**src/rtl/interp_3_seq.sv**
```systemverilog
// Streaming 3x frequency-domain linear interpolator: one pilot in, the pilot
// plus two interpolated points at 1/3 and 2/3 out, with valid/ready on both sides.
module interp_3_seq #(
    parameter int IN_WIDTH  = 16,
    parameter int OUT_WIDTH = 16,
    parameter int CONST     = 21,
    parameter int SHIFT     = 6
) (
    input  logic                 clk,
    input  logic                 rst,
    input  logic [IN_WIDTH-1:0]  est_in,
    input  logic                 est_valid,
    input  logic                 est_last,
    output logic                 est_ready,
    output logic [OUT_WIDTH-1:0] interp_out,
    output logic                 interp_valid,
    output logic                 interp_last,
    input  logic                 interp_ready
);

    localparam int SW = IN_WIDTH + 2;
    localparam int PW = IN_WIDTH + 7;
    localparam logic signed [PW-1:0] CONST_W = PW'(CONST);

    typedef enum logic [2:0] {IDLE, WAIT, I1, I2, PIL} state_t;

    state_t                state_reg, state_next;
    logic [IN_WIDTH-1:0]   prev_reg, prev_next;
    logic [IN_WIDTH-1:0]   cur_reg, cur_next;
    logic                  lastf_reg, lastf_next;
    logic [OUT_WIDTH-1:0]  out_reg, out_next;
    logic                  valid_reg, valid_next;
    logic                  last_reg, last_next;

    logic                  adv;
    logic                  accept;
    logic signed [SW-1:0]  prev_x, cur_x, sum_sel;
    logic signed [PW-1:0]  prod;
    logic [OUT_WIDTH-1:0]  div_res;

    assign adv       = !valid_reg || interp_ready;
    assign est_ready = rst && adv && (state_reg == IDLE || state_reg == WAIT);
    assign accept    = est_valid && est_ready;

    // I1 weights prev twice, I2 weights cur twice; one shared multiplier serves both.
    assign prev_x  = SW'($signed(prev_reg));
    assign cur_x   = SW'($signed(cur_reg));
    assign sum_sel = (state_reg == I1) ? ((prev_x <<< 1) + cur_x)
                                       : (prev_x + (cur_x <<< 1));
    assign prod    = PW'(sum_sel) * CONST_W;
    assign div_res = OUT_WIDTH'(prod >>> SHIFT);

    always_comb begin
        state_next = state_reg;
        prev_next  = prev_reg;
        cur_next   = cur_reg;
        lastf_next = lastf_reg;
        out_next   = out_reg;
        valid_next = valid_reg;
        last_next  = last_reg;
        case (state_reg)
            IDLE: begin
                if (accept) begin
                    prev_next  = est_in;
                    out_next   = est_in;
                    valid_next = 1'b1;
                    last_next  = est_last;
                    state_next = est_last ? IDLE : WAIT;
                end else if (adv) begin
                    valid_next = 1'b0;
                end
            end
            WAIT: begin
                if (accept) begin
                    cur_next   = est_in;
                    lastf_next = est_last;
                    valid_next = 1'b0;
                    state_next = I1;
                end else if (adv) begin
                    valid_next = 1'b0;
                end
            end
            I1: begin
                if (adv) begin
                    out_next   = div_res;
                    valid_next = 1'b1;
                    last_next  = 1'b0;
                    state_next = I2;
                end
            end
            I2: begin
                if (adv) begin
                    out_next   = div_res;
                    valid_next = 1'b1;
                    last_next  = 1'b0;
                    state_next = PIL;
                end
            end
            PIL: begin
                if (adv) begin
                    out_next   = cur_reg;
                    prev_next  = cur_reg;
                    valid_next = 1'b1;
                    last_next  = lastf_reg;
                    state_next = lastf_reg ? IDLE : WAIT;
                end
            end
            default: state_next = IDLE;
        endcase
    end

    always_ff @(posedge clk) begin
        if (!rst) begin
            state_reg <= IDLE;
            prev_reg  <= '0;
            cur_reg   <= '0;
            lastf_reg <= 1'b0;
            out_reg   <= '0;
            valid_reg <= 1'b0;
            last_reg  <= 1'b0;
        end else begin
            state_reg <= state_next;
            prev_reg  <= prev_next;
            cur_reg   <= cur_next;
            lastf_reg <= lastf_next;
            out_reg   <= out_next;
            valid_reg <= valid_next;
            last_reg  <= last_next;
        end
    end

    assign interp_out   = out_reg;
    assign interp_valid = valid_reg;
    assign interp_last  = last_reg;

endmodule

```
**config.mk**
```make
export PLATFORM = sky130hd
export DESIGN_NAME = interp_3_seq
export DESIGN_NICKNAME = d
export VERILOG_FILES = /design/src/rtl/interp_3_seq.sv
export SDC_FILE = /design/constraint.sdc
export NUM_CORES = 1
export LEC_CHECK = 0
export BUFFER_PORTS_ARGS = -buffer_cell sky130_fd_sc_hd__buf_2
export CAP_MARGIN = 20
export CORE_MARGIN = 1.5
export CORE_UTILIZATION = 47
export DETAILED_ROUTE_END_ITERATION = 16
export PLACE_DENSITY = 0.67
export SKIP_LAST_GASP = 1
export SLEW_MARGIN = 30
export SYNTH_ARGS = -nofsm -noshare
export SYNTH_HDL_FRONTEND = slang
export SYNTH_SLANG_ARGS = --single-unit
```
**constraint.sdc**
```tcl
create_clock -name clk -period 5 [get_ports clk]
set_input_delay 0.5 -clock clk [delete_from_list [all_inputs] [get_ports clk]]
set_output_delay 0.5 -clock clk [all_outputs]
set_load 0.05 [all_outputs]
```
Word level (Yosys, flattened, before mapping) --
Cells that the tools add are included.
Word-level totals: bits in latches 0, ROM bits 0, word-level logic and storage cells 61, memories 0, bits in writable memories 0, input bits 21, bits in registers 54
Operators by class: $mul 1, add/subtract/negate cells 2, $lt $le $gt $ge 0, bitwise operators 0, div/mod/pow operators 0, shift operators 0, reductions and logical operators 17, eq/ne operators 11, mux-type cells 23
Operator list (count):
- $mux W16 | 3
- $pmux W16 S3 | 1
- $pmux W16 S2 | 1
- $mul A18 B6 Y22 const B | 1
- $add A16 B17 Y18 | 1
- $add A17 B16 Y18 | 1
- $mux W18 | 1
- $mux W3 | 5
- $pmux W3 S5 | 1
- $ne A2 B2 Y1 const B | 5
- $mux W1 | 9
- $eq A3 B2 Y1 const B | 2
- $pmux W1 S3 | 2
- $reduce_bool A3 Y1 | 2
- $reduce_and A5 Y1 | 1
- $ne A2 B1 Y1 const B | 2
- $reduce_and A2 Y1 | 2
- $reduce_and A4 Y1 | 1
- $eq A3 B1 Y1 const B | 1
- $eq A3 B3 Y1 const B | 1
- $logic_and A1 B1 Y1 | 3
- $logic_not A3 Y1 | 1
- $reduce_and A3 Y1 | 1
- $reduce_or A3 Y1 | 1
- 4 further kinds | 5

Longest topological paths before layout --
depth in word-level cells 7, mapped depth 22, mapped depth without buffers 21

Worst setup path after synthesis --
OpenSTA, ideal clock, no wires.
path kind flip-flop to flip-flop, from reg cur_reg[0], to reg out_reg[12], in the netlist interp_out[12], library setup time 0.081 ns, setup slack -0.150 ns, period minus slack after synthesis 5.150 ns, data required time 4.919 ns, cell stages (with the launch flop) 22, arrival time 5.069 ns, cell sequence dfxtp_1 -> ha_1 -> inv_1 -> fa_1 -> nor2b_1 -> o31ai_1 -> a2111o_1 -> a31o_2 -> a31oi_1 -> o211a_1 -> ha_1 -> ha_1 -> inv_1 -> fa_1 -> inv_1 -> ha_1 -> clkbuf_1 -> and4_1 -> nand3_1 -> or2_2 -> or4_1 -> a41oi_1
On the way: word-level cells in the longest chain between the ends 5, elaborated cells between the ends (all ways) 6
Ends and longest elaborated chain:
- from (decl) | line 29 | logic [IN_WIDTH-1:0] cur_reg, cur_next;
- from (signal assigned) | line 124 | cur_reg <= cur_next;
- $add A17 B16 Y18 / $add A16 B17 Y18 (equally long branches) | line 48, 49
- $mux W18 (*) | line 48 | assign sum_sel = (state_reg == I1) ? ((prev_x <<< 1) + cur_x)
- $mul A18 B6 Y22 (*) | line 50 | assign prod = PW'(sum_sel) * CONST_W;
- $mux W16 (*) | line 84, 92
- $pmux W16 S3 (*) | line 61 | case (state_reg)
- to (signal assigned) | line 126 | out_reg <= out_next;
- to (decl) | line 31 | logic [OUT_WIDTH-1:0] out_reg, out_next;
Mark *: on every way between the ends. The rest lies on a longest branch, timed or not. The select of a mux whose other input is x is not followed. A chain may end at the register's enable or synchronous reset.

Worst setup path after layout --
from reg prev_reg[1], to reg out_reg[15], in the netlist interp_out[15]
On the way: word-level cells in the longest chain between the ends 5, elaborated cells between the ends (all ways) 6
Ends and longest elaborated chain:
- from (decl) | line 28 | logic [IN_WIDTH-1:0] prev_reg, prev_next;
- from (signal assigned) | line 123 | prev_reg <= prev_next;
- $add A16 B17 Y18 / $add A17 B16 Y18 (equally long branches) | line 49, 48
- $mux W18 (*) | line 48
- $mul A18 B6 Y22 (*) | line 50
- $mux W16 (*) | line 84, 92
- $pmux W16 S3 (*) | line 61
Marked as above.

==> flow_summary.yaml <==
outcome:
  status: "complete, no violations"
sta:
  period_share_pct: 98.9
  slew_headroom_pct: 45.1
  hold_ws_ns: 0.448
  tightest_slew_ns: 0.808
  fmax_ghz: 0.202
  fin_crit_ns: 4.94
  rsz0062_at_grt: "yes"
  finalHoldViolations: 0
  final_max_slew_viol_count: 0
  setup_viol: 0
  fin_skew_ns: 0.00953
place:
  placed_area_mm2: 0.00697
  dp_hpwl_um: 14400
  gp_congestion: 0.929
  dp.cells: 1047
  port_buffers: 39
clock_tree:
  cts_buffers: 5
  cts_tree: "built"
  clock-sinks: 54
  cts_root_buf: "clkbuf_16"
  cts_buffer_depth: 2
  cts_max_level: 2
  clock_latency_ns: 0.31
  hold_buffers: 0
  clkTransAtPathRegs_ns: 0.08
critical_path:
  worst_setup_path_start_kind: "register"
  critPathSlowestCell: "a2111o_1"
  crit_type: "reg2reg"
  critPathMaxStageDelay_ns: 0.52
  r2r_setup_slack_ns: 0.06
  r2r-end: "interp_out[15]"
  path_cells: "ha_4 -> inv_1 -> fa_2 -> nor2b_4 -> o31ai_4 -> a2111o_1 -> a31o_4 -> a31oi_4 -> o211a_1 -> buf_4 -> ha_4 -> ha_4 -> inv_2 -> fa_1 -> inv_2 -> ha_4 -> a211o_1 -> o21bai_4 -> a221oi_2 -> o21ai_2 -> o21a_1 -> o32ai_2"
  critPathMaxFanout: 3
  cp_top_family: "compound AO/OA/AOI/OAI gates"
  cp-end-kind: "register"
  worst_ep_required_time_ns: 5.21
  cp_common_cell: "ha_4"
  reg2regPathDepth: 22
  crit_buf_inv: 4
  r2r_start: "prev_reg[1]"
  critPathArrivalTime_ns: 5.16
pwr:
  total_power_mw: 2.11
  p_per_area_mw_per_mm2: 264
  p_leak_nw: 3.57
  peakVddDrop_uv: 164
final_layout:
  stdcell_count: 1076
  fillerInstances: 1016
  seq_area_mm2: 0.00109
  syn_to_final_growth_pct: 36.4
  nets: 1023
  drive_gt1_share_pct: 32.1
  multiInputGateArea_mm2: 0.00500
  stdcell_area_mm2: 0.00798
  utilization_pct: 66.2
floorplan:
  ios: 40
  initial_core_util_pct: 48.5
  row_count: 40
  chipHeight_um: 115
  coreArea_mm2: 0.0121
  die_x_um: 115
  die_area_mm2: 0.0131
yosys:
  synth-simple-area-share_pct: 15.8
  synth_common_cells: "inv_1, ha_1, a21oi_1"
  syn_avg_cell_area_um2: 7.68
  syn-cell-area_mm2: 0.00585
  synth-seq-cells: 54
  yosys-top-cells-area: "dfxtp_1, ha_1, a21oi_1"
  yosysSeqAreaShare_pct: 18.5
  yosysUniqueCellTypes: 67
  ys_async_sr_fraction_pct: 0
  yosysMostFrequentCell: "inv_1"
  synth_top_area_share_pct: 18.5
  synth_adder_area_share_pct: 22.7
  syn_inst: 762
  synth.mux.area_fraction_pct: 4.49
  yosys.area_share.xor_xnor_pct: 4.19
  synth_top_family_by_area: "compound AO/OA/AOI/OAI gates"
  synth-compound-area-share_pct: 26.4
  ys_warn_count: 0
  yosys.area.top_type: "dfxtp_1"
  synthesis.nets: 879
  synthFlopType: "dfxtp_1"
  synth-edff-count: 0
routing:
  detail-route-antenna-nets: 0
  drt-vias-per-instance: 5.89
  drt_first_pass_iters: 5
  drc_errors: 0
  num_vias: 6337
  wl_per_cell_um: 17.8
  drt_iter0_markers: 359
  drt_wl_total_um: 19200
hold_path:
  min_from: "est_in[13]"
  hold_path.class: "in2reg"
  hold_depth: 3
  hold-path-endpoint: "cur_reg[13]"
global_routing:
  grt.total_usage_pct: 28.5
  grt-ovfl-total: 0
  antenna_found_initial: 1
  grt_pass1_vias: 5975
  grt_pass1_wl_um: 29300
  grt_start_max_net_pins: 32
run:
  maxCapViolCount: 0
## layer usage
layer	up-vias	global-route usage, %	wire length (µm)
li1	3027	-	-
met1	3021	36.0	7970
met2	250	51.6	9570
met3	39	3.76	1260
met4	0	6.17	391
met5	-	0	0
## through the flow
step / TNS, ns / setup slack, ns
after floorplan: 0 / 0.0184
after global placement: -0.742 / -0.155
after detailed placement: -1.35 / -0.274
after CTS: -0.0299 / -0.0299
after global routing: -0.789 / -0.166
final: 0 / 0.0563
## cell usage in the layout, fill, tap and decap left out, drive strengths merged, types with 4 or more instances in the layout
master / netlist / layout
clkbuf: 26 / 6
a221oi: 7 / 7
xnor2: 19 / 19
dfxtp: 54 / 54
nand2: 54 / 54
and2: 4 / 4
and3: 5 / 5
a31oi: 14 / 14
a31o: 5 / 5
a21oi: 73 / 73
a41oi: 5 / 5
fa: 17 / 17
or4: 4 / 4
inv: 93 / 94
nor2b: 5 / 5
ha: 79 / 79
xor2: 9 / 9
nor3: 11 / 11
a211oi: 13 / 13
o21ai: 57 / 57
o21a: 6 / 6
mux2i: 24 / 24
nor2: 65 / 65
nand3: 15 / 15
o211ai: 13 / 13
nand2b: 9 / 9
nand4: 8 / 8
a21o: 9 / 9
buf: 3 / 166
## worst min-delay path, cell delays in order
cell and delay [ns]:
buf_2 0.09, mux2i_1 0.06, nor2_1 0.07
## power by group
part	total [mW]	leakage [nW]	switching [mW]	internal (mW)
clock	0.373	0.0675	0.184	0.189
sequential	0.493	0.445	0.0301	0.463
combinational	1.24	3.06	0.695	0.545
## worst max path at each step
stage / to / startpoint / depth (start not counted) / slack, ns
floorplan: interp_out[12] / prev_reg[1] / 21 / 0.02
CTS: interp_out[15] / cur_reg[1] / 22 / -0.03
global route: interp_out[8] / cur_reg[1] / 23 / -0.17
global placement: interp_out[15] / prev_reg[6] / 22 / -0.16
detailed placement: interp_out[15] / prev_reg[1] / 22 / -0.27
finish: interp_out[15] / prev_reg[1] / 22 / 0.06
## cell type report
class	instances	area share (%)
Multi-Input combinational cell	586	62.7
Timing Repair Buffer	166	14.8
Sequential cell	54	13.7
Inverter	93	4.37
Tap cell	168	2.63
Clock buffer	6	1.61
Clock inverter	2	0.204
Antenna cell	1	0.0313
## repair_timing
item                       CTS  global route
pin swaps                   26            48
setup endpoints to repair   10            13
setup buffers                6            16
resized for setup           48            88
## logic make-up (layout without fill, tap and decap cells)
kind of cell / count (synthesis) / after routing
compound gates: 241 / 241
xor+xnor: 28 / 28
fa+ha+maj: 96 / 96
buf+inv: 122 / 267
flops: 54 / 54
mux: 26 / 26
other cells: 0 / 1
simple gates: 195 / 195
Power figures use the tool's default switching activity.
